$ cat src/rtl/rca_ou_lsq_pkg.sv
// Shared types and helpers for the RCA operation-unit load/store queue.
// Funct3 encodings mirror the RISC-V load/store opcodes.
package rca_ou_lsq_pkg;

  localparam int XLEN                = 32;
  localparam int REQ_DEPTH_DEF       = 4;
  localparam int MAX_OUTSTANDING_DEF = 4;

  localparam logic [2:0] LS_B  = 3'b000;
  localparam logic [2:0] LS_H  = 3'b001;
  localparam logic [2:0] LS_W  = 3'b010;
  localparam logic [2:0] L_BU  = 3'b100;
  localparam logic [2:0] L_HU  = 3'b101;

  typedef struct packed {
    logic [XLEN-1:0] addr;
    logic [XLEN-1:0] data;
    logic [2:0]      fn3;
    logic            is_load;
  } lsq_entry_t;

  typedef struct packed {
    logic [2:0] fn3;
    logic [1:0] offset;
  } load_track_t;

  function automatic logic [3:0] byte_en(input logic [2:0] fn3, input logic [1:0] off);
    case (fn3[1:0])
      2'b00:   return 4'b0001 << off;
      2'b01:   return 4'b0011 << off;
      default: return 4'b1111;
    endcase
  endfunction

  function automatic logic [XLEN-1:0] store_lanes(input logic [2:0] fn3, input logic [XLEN-1:0] d);
    case (fn3[1:0])
      2'b00:   return {4{d[7:0]}};
      2'b01:   return {2{d[15:0]}};
      default: return d;
    endcase
  endfunction

  function automatic logic [XLEN-1:0] load_extend(input logic [XLEN-1:0] word,
                                                  input logic [2:0] fn3,
                                                  input logic [1:0] off);
    logic [XLEN-1:0] s;
    s = word >> {off, 3'b000};
    case (fn3)
      LS_B:    return {{24{s[7]}}, s[7:0]};
      L_BU:    return {24'b0, s[7:0]};
      LS_H:    return {{16{s[15]}}, s[15:0]};
      L_HU:    return {16'b0, s[15:0]};
      default: return s;
    endcase
  endfunction

  function automatic logic misaligned(input logic [2:0] fn3, input logic [1:0] off);
    case (fn3[1:0])
      2'b00:   return 1'b0;
      2'b01:   return off[0];
      default: return off != 2'b00;
    endcase
  endfunction

endpackage

$ cat src/rtl/rca_ou_lsq_fifo.sv
// Generic synchronous FIFO with occupancy count; push when full and pop when empty are ignored.
// Head entry is read combinationally from storage.
module rca_lsq_fifo #(
  parameter int  DEPTH = 4,
  parameter type T     = logic [7:0]
) (
  input  logic                     clk,
  input  logic                     rst,
  input  logic                     push,
  input  T                         wr_dat,
  input  logic                     pop,
  output T                         rd_dat,
  output logic [$clog2(DEPTH):0]   count,
  output logic                     full,
  output logic                     empty
);

  localparam int PW = (DEPTH > 1) ? $clog2(DEPTH) : 1;
  localparam int CW = $clog2(DEPTH) + 1;

  T              mem [DEPTH];
  logic [PW-1:0] wr_ptr;
  logic [PW-1:0] rd_ptr;
  logic          do_push;
  logic          do_pop;

  function automatic logic [PW-1:0] nxt(input logic [PW-1:0] p);
    return (p == PW'(DEPTH - 1)) ? '0 : p + 1'b1;
  endfunction

  assign full    = (count == CW'(DEPTH));
  assign empty   = (count == '0);
  assign do_push = push && !full;
  assign do_pop  = pop && !empty;
  assign rd_dat  = mem[rd_ptr];

  always_ff @(posedge clk) begin
    if (rst) begin
      wr_ptr <= '0;
      rd_ptr <= '0;
      count  <= '0;
    end else begin
      if (do_push) wr_ptr <= nxt(wr_ptr);
      if (do_pop)  rd_ptr <= nxt(rd_ptr);
      case ({do_push, do_pop})
        2'b10:   count <= count + 1'b1;
        2'b01:   count <= count - 1'b1;
        default: count <= count;
      endcase
    end
  end

  always_ff @(posedge clk) begin
    if (do_push) mem[wr_ptr] <= wr_dat;
  end

endmodule

$ cat src/rtl/rca_ou_lsq.sv
// In-order load/store queue between one RCA load/store unit and a word-wide data port.
// Define RCA_LSQ_MISALIGN_CHECK_EN to retire misaligned accesses locally with misalign_err.
module rca_ou_lsq
  import rca_ou_lsq_pkg::*;
#(
  parameter int REQ_DEPTH       = REQ_DEPTH_DEF,
  parameter int MAX_OUTSTANDING = MAX_OUTSTANDING_DEF
) (
  input  logic            clk,
  input  logic            rst,
  input  logic [XLEN-1:0] addr,
  input  logic [XLEN-1:0] data,
  input  logic [2:0]      fn3,
  input  logic            load,
  input  logic            store,
  input  logic            new_request,
  output logic            lsq_full,
  output logic [XLEN-1:0] load_data,
  output logic            load_complete,
  output logic            lsq_idle,
  output logic            mem_req_valid,
  input  logic            mem_req_ready,
  output logic [XLEN-1:0] mem_addr,
  output logic            mem_we,
  output logic [3:0]      mem_be,
  output logic [XLEN-1:0] mem_wdata,
  input  logic [XLEN-1:0] mem_rdata,
  input  logic            mem_rvalid
`ifdef RCA_LSQ_MISALIGN_CHECK_EN
  ,
  output logic            misalign_err
`endif
);

  lsq_entry_t                    req_in;
  lsq_entry_t                    req_head;
  logic [$clog2(REQ_DEPTH):0]    req_count;
  logic                          req_full;
  logic                          req_empty;
  logic                          req_pop;

  load_track_t                   trk_in;
  load_track_t                   trk_head;
  logic [$clog2(MAX_OUTSTANDING):0] trk_count;
  logic                          trk_full;
  logic                          trk_empty;
  logic                          trk_push;

  logic [1:0]                    head_off;
  logic                          head_mis;
  logic                          mis_pop;
  logic                          mis_load;
  logic                          issue;
  logic                          ret_vld;

  // Both or neither of load/store set: store wins only when store is asserted.
  assign req_in = '{addr: addr, data: data, fn3: fn3, is_load: !store};

  rca_lsq_fifo #(.DEPTH(REQ_DEPTH), .T(lsq_entry_t)) u_req_fifo (
    .clk    (clk),
    .rst    (rst),
    .push   (new_request),
    .wr_dat (req_in),
    .pop    (req_pop),
    .rd_dat (req_head),
    .count  (req_count),
    .full   (req_full),
    .empty  (req_empty)
  );

  assign head_off = req_head.addr[1:0];

`ifdef RCA_LSQ_MISALIGN_CHECK_EN
  assign head_mis = misaligned(req_head.fn3, head_off);
`else
  assign head_mis = 1'b0;
`endif

  // A load may issue only while the tracker has room for its return.
  assign mem_req_valid = !req_empty && !head_mis && (!req_head.is_load || !trk_full);
  assign issue         = mem_req_valid && mem_req_ready;
  // Flagged loads wait for older returns so completions stay in order.
  assign mis_pop       = !req_empty && head_mis && (!req_head.is_load || trk_empty);
  assign mis_load      = mis_pop && req_head.is_load;
  assign req_pop       = issue || mis_pop;

  assign mem_addr  = {req_head.addr[XLEN-1:2], 2'b00};
  assign mem_we    = !req_head.is_load;
  assign mem_be    = byte_en(req_head.fn3, head_off);
  assign mem_wdata = store_lanes(req_head.fn3, req_head.data);

  assign trk_in   = '{fn3: req_head.fn3, offset: head_off};
  assign trk_push = issue && req_head.is_load;
  assign ret_vld  = mem_rvalid && !trk_empty;

  rca_lsq_fifo #(.DEPTH(MAX_OUTSTANDING), .T(load_track_t)) u_trk_fifo (
    .clk    (clk),
    .rst    (rst),
    .push   (trk_push),
    .wr_dat (trk_in),
    .pop    (mem_rvalid),
    .rd_dat (trk_head),
    .count  (trk_count),
    .full   (trk_full),
    .empty  (trk_empty)
  );

  assign lsq_full = req_full;
  assign lsq_idle = (req_count == '0) && (trk_count == '0);

  always_ff @(posedge clk) begin
    if (rst) begin
      load_complete <= 1'b0;
      load_data     <= '0;
`ifdef RCA_LSQ_MISALIGN_CHECK_EN
      misalign_err  <= 1'b0;
`endif
    end else begin
      load_complete <= ret_vld || mis_load;
      if (ret_vld)
        load_data <= load_extend(mem_rdata, trk_head.fn3, trk_head.offset);
      else if (mis_load)
        load_data <= '0;
`ifdef RCA_LSQ_MISALIGN_CHECK_EN
      misalign_err  <= mis_pop;
`endif
    end
  end

  // The memory side must never return data that was not requested.
  a_no_stray_return : assert property (@(posedge clk) disable iff (rst) mem_rvalid |-> !trk_empty);

endmodule

$ cat config.mk
export PLATFORM = sky130hd
export DESIGN_NAME = rca_ou_lsq
export DESIGN_NICKNAME = d
export VERILOG_FILES = /design/src/rtl/rca_ou_lsq_pkg.sv /design/src/rtl/rca_ou_lsq_fifo.sv /design/src/rtl/rca_ou_lsq.sv
export SDC_FILE = /design/constraint.sdc
export NUM_CORES = 1
export LEC_CHECK = 0
export ABC_AREA = 1
export CAP_MARGIN = 30
export CORE_AREA = 2 2 198 142
export CTS_CLUSTER_SIZE = 14
export DETAILED_ROUTE_END_ITERATION = 10
export DIE_AREA = 0 0 200 144
export PLACE_DENSITY_LB_ADDON = 0.3
export SYNTH_ARGS = -nofsm -noshare
export SYNTH_HDL_FRONTEND = slang
export SYNTH_SLANG_ARGS = --single-unit
$ cat constraint.sdc
create_clock -name clk -period 7.6 [get_ports clk]
set_input_delay 0.76 -clock clk [delete_from_list [all_inputs] [get_ports clk]]
set_output_delay 0.76 -clock clk [all_outputs]
set_load 0.02 [all_outputs]
==> impl_metrics.prom <==
# TYPE chip_impl_metric gauge
chip_impl_metric{name="setup_viol_count_final",unit=""} 0
chip_impl_metric{name="final-hold-violation-count",unit=""} 0
chip_impl_metric{name="global_route_wire_length_before_repair",unit="mm"} 51.47
chip_impl_metric{name="synthDistinctLibCells",unit=""} 33
chip_impl_info{name="path_common_cell",value="sky130_fd_sc_hd__nand2_1"} 1
chip_impl_metric{name="switching_power",unit="W"} 0.002438
chip_impl_metric{name="synthCells",unit=""} 1330
chip_impl_metric{name="post-cts-setup-buffer-count",unit=""} 0
chip_impl_metric{name="post_layout_min_period",unit="ps"} 5185
chip_impl_metric{name="vias_per_cell",unit=""} 5.425
chip_impl_metric{name="floorplan.initialDensity",unit="%"} 53.90
chip_impl_metric{name="rows",unit=""} 51
chip_impl_metric{name="critical_path_depth",unit=""} 9
chip_impl_metric{name="grt_antenna_before_repair",unit=""} 4
chip_impl_metric{name="slew-limit-headroom",unit="%"} 36.55
chip_impl_metric{name="worst-slew-pin-transition",unit="ps"} 951.8
chip_impl_metric{name="irDropWorstVdd",unit="mV"} 0.2136
chip_impl_metric{name="r2r_cells",unit=""} 15
chip_impl_metric{name="synth_enable_flop_cells",unit=""} 292
chip_impl_metric{name="fin_crit_sh",unit="%"} 68.22
chip_impl_metric{name="numPortBuffers",unit=""} 207
chip_impl_info{name="worst_path_max_delay_cell",value="sky130_fd_sc_hd__buf_4"} 1
chip_impl_metric{name="switching_share",unit="%"} 36.33
chip_impl_metric{name="die-area",unit="mm2"} 0.02880
chip_impl_info{name="worst_path_dominant_cell_family",value="buffers and inverters"} 1
chip_impl_metric{name="crit_buf_inv",unit=""} 4
chip_impl_info{name="synth_top_family_by_area",value="simple AND/OR/NAND/NOR gates"} 1
chip_impl_metric{name="hold_buffers",unit=""} 0
chip_impl_metric{name="syn_to_final_growth",unit="%"} 21.01
chip_impl_info{name="grt-busiest-layer",value="met2"} 1
chip_impl_metric{name="gp_routability_congestion",unit=""} 0.8584
chip_impl_metric{name="hold_slack",unit="ps"} 465.2
chip_impl_metric{name="grt_start_max_net_pins",unit=""} 87
chip_impl_metric{name="cp_slowest_stage_delay",unit="ps"} 770
chip_impl_metric{name="totalWireLength",unit="mm"} 33.65
chip_impl_metric{name="syn_avg_cell_area",unit="um2"} 10.99
chip_impl_metric{name="ant_nets",unit=""} 0
chip_impl_metric{name="slew_violations",unit=""} 0
chip_impl_metric{name="power_frac_seq",unit="%"} 36.3
chip_impl_metric{name="die-height",unit="um"} 144
chip_impl_metric{name="postCtsResizedCells",unit=""} 0
chip_impl_metric{name="number_of_register_bits_inferred_by_synthesis",unit=""} 343
chip_impl_metric{name="yosys.area_share.simple",unit="%"} 14.56
chip_impl_metric{name="clk_transition_reported_paths",unit="ps"} 60
chip_impl_metric{name="yosys.area_share.adder",unit="%"} 1.301
chip_impl_metric{name="worst_hold_path_depth",unit=""} 1
chip_impl_metric{name="synth_compound_gate_area_share",unit="%"} 10.18
chip_impl_metric{name="initialDrtViolationCount",unit=""} 811
chip_impl_metric{name="grt.overflow.total",unit=""} 0
chip_impl_info{name="yosys-top-cells-count",value="sky130_fd_sc_hd__edfxtp_1 (292), sky130_fd_sc_hd__nor2_1 (215), sky130_fd_sc_hd__nand2_1 (176), sky130_fd_sc_hd__o21ai_0 (163), sky130_fd_sc_hd__nand3_1 (82)"} 1
chip_impl_metric{name="drc",unit=""} 0
chip_impl_metric{name="detail_route.wl_per_cell",unit="um"} 18.01
chip_impl_metric{name="clock_path_buffers",unit=""} 3
chip_impl_metric{name="yosys.area.top_type_share",unit="%"} 59.98
chip_impl_metric{name="syn-cell-area",unit="mm2"} 0.01462
chip_impl_metric{name="numCtsBuffers",unit=""} 34
chip_impl_metric{name="global_route.usage.met3",unit="%"} 5.550
chip_impl_metric{name="vias_in_the_first_global_route",unit=""} 9634
chip_impl_info{name="synth.area.top_cells",value="sky130_fd_sc_hd__edfxtp_1 (60%), sky130_fd_sc_hd__dfxtp_1 (7.0%), sky130_fd_sc_hd__o21ai_0 (5.6%), sky130_fd_sc_hd__nor2_1 (5.5%), sky130_fd_sc_hd__nand2_1 (4.5%)"} 1
chip_impl_metric{name="leakagePower",unit="nW"} 6.555
chip_impl_metric{name="reg2reg_setup_slack",unit="ps"} 4250
chip_impl_metric{name="critical_path_peak_fanout",unit=""} 86
chip_impl_metric{name="arrival",unit="ps"} 4420
chip_impl_metric{name="groute.layer.met2.usage",unit="%"} 36.66
chip_impl_metric{name="post-dp-hpwl",unit="mm"} 20.49
chip_impl_metric{name="critical_path_rt",unit="ps"} 6840
chip_impl_info{name="timing_worst_setup_path_type",value="reg -> out"} 1
chip_impl_info{name="hp-class",value="reg -> reg"} 1
chip_impl_metric{name="core_area",unit="mm2"} 0.02712
chip_impl_metric{name="combinationalPowerShare",unit="%"} 39.0
chip_impl_info{name="tritoncts_clock_tree",value="built"} 1
chip_impl_metric{name="max_cap_viols",unit=""} 0
chip_impl_metric{name="synthArstFlopShare",unit="%"} 0
chip_impl_info{name="clk_root_buffer_cell",value="sky130_fd_sc_hd__clkbuf_16"} 1
chip_impl_metric{name="global_routing_met1_resource_utilization",unit="%"} 33.03
chip_impl_metric{name="achievable-frequency",unit="MHz"} 192.9
chip_impl_metric{name="die-width",unit="um"} 200
chip_impl_info{name="crit_path_start_kind",value="register"} 1
chip_impl_metric{name="synth.mux.area_fraction",unit="%"} 0
chip_impl_metric{name="setup_tns",unit="ps"} 0
chip_impl_metric{name="synth_sequential_area_ratio",unit="%"} 66.97
chip_impl_metric{name="power.internal",unit="W"} 0.004273
chip_impl_metric{name="htree_num_levels",unit=""} 2
chip_impl_info{name="dominantRegCellSynth",value="sky130_fd_sc_hd__edfxtp_1"} 1
chip_impl_metric{name="post_synth_xor_area_fraction",unit="%"} 0
chip_impl_info{name="grt_setup_unrepaired",value="false"} 1
chip_impl_metric{name="final.setup_skew",unit="ps"} 20.27
chip_impl_info{name="run_status",value="completed"} 1
chip_impl_metric{name="global_route.usage.total",unit="%"} 23.31
chip_impl_info{name="cell_type_contributing_the_most_total_cell_area_after_synthesis",value="sky130_fd_sc_hd__edfxtp_1"} 1
chip_impl_metric{name="proportion_of_layout_cells_with_a_drive_suffix_above_1",unit="%"} 6.158
chip_impl_metric{name="detail_route.first_pass.iterations",unit=""} 5
chip_impl_metric{name="power_density",unit="mW/mm2"} 379.4
chip_impl_info{name="synth.most_common_cell",value="sky130_fd_sc_hd__edfxtp_1"} 1
chip_impl_info{name="worstSetupEndpointType",value="output pin"} 1
chip_impl_metric{name="insertion_delay",unit="ps"} 510
chip_impl_metric{name="synth_warnings",unit=""} 0
chip_impl_info{name="crit_path_cell_trace",value="buf_4, nand2_1, nand3_1, nand2_1, inv_2, nor2_1, inv_1, o211ai_1, clkdlybuf4s50_1"} 1
chip_impl_metric{name="final_layout_net_count",unit=""} 1591
chip_impl_metric{name="floorplan.io_pins",unit=""} 211
chip_impl_metric{name="power_frac_clock",unit="%"} 24.7
chip_impl_metric{name="sink_count",unit=""} 343
chip_impl_metric{name="detailroute.via_count",unit=""} 10130
==> routing by layer <==
layer / up-vias / share of wire [%]
met5: - / 0.030
li1: 4875 / -
met1: 4798 / 43
met3: 54 / 9.9
met2: 405 / 45
met4: 2 / 1.7
==> registers in the layout, indices dropped and copies added (netlist names), 3 cells and up, named ones only <==
name / cells
u_req_fifo.mem: 272
u_trk_fifo.count: 3
u_req_fifo.count: 3
u_trk_fifo.mem: 20
load_data: 32
==> final timing paths <==
| kind | start | to |
|---|---|---|
| worst max-delay path | register | mem_wdata[29] |
| worst max register to register | register | u_req_fifo.count[2] |
| worst min-delay path | u_trk_fifo.count[0] | u_trk_fifo.count[0] |
| worst min register to register | u_trk_fifo.count[0] | u_trk_fifo.count[0] |
==> cell type report <==
| type | count | area [um2] |
|---|---|---|
| sequential | 343 | 9794 |
| fill | 2044 | 9430 |
| multi-input combinational | 789 | 3844 |
| timing repair buffer | 217 | 2160 |
| clock buffer | 44 | 952.2 |
| tap | 371 | 464.2 |
| inverter | 86 | 325.3 |
| clock inverter | 15 | 142.6 |
| antenna | 3 | 7.507 |
==> metrics by stage <==
| step | worst slack, ps | util [%] | std cells | total power, W | area (um2) |
|---|---|---|---|---|---|
| detailed placement | 2945 | 61.16 | 1806 | 0.005085 | 16590 |
| global placement | 2975 | 61.09 | 1805 | 0.005038 | 16570 |
| global route | 2106 | 65.21 | 1866 | 0.007082 | 17680 |
| floorplan | 3165 | - | 1331 | 0.004245 | 14620 |
| finish | 2415 | 65.23 | 1868 | 0.006712 | 17690 |
| CTS | 2392 | 65.20 | 1865 | 0.006753 | 17680 |
==> layout by cell type, fill, tap and decap left out, drive strengths merged, types with 12 or more instances in the layout <==
cell / count
clkbuf: 44
clkinv: 12
inv: 86
o21ai: 166
nand2: 185
a21oi: 37
edfxtp: 292
nand3: 93
ha: 12
dfxtp: 51
clkdlybuf4s50: 207
o22ai: 57
nor2: 218
==> kinds of logic (layout without fill, tap and decap cells) <==
family	Yosys count	count (layout)
other	1	5
AND/OR/NAND/NOR	500	500
adder cells (fa/ha/maj)	14	14
buffers and inverters	199	362
AO/OA/AOI/OAI	273	273
flip-flops	343	343
==> power groups by stage <==
stage / sequential [W] / combinational, W / clock [W]
floorplan: 0.00251 / 0.00173 / 0
global placement: 0.00247 / 0.00257 / 0
detailed placement: 0.00248 / 0.00261 / 0
CTS: 0.00244 / 0.00262 / 0.00169
global route: 0.00246 / 0.00286 / 0.00176
finish: 0.00244 / 0.00261 / 0.00166
Note: power is estimated with default switching activity, not from simulation.
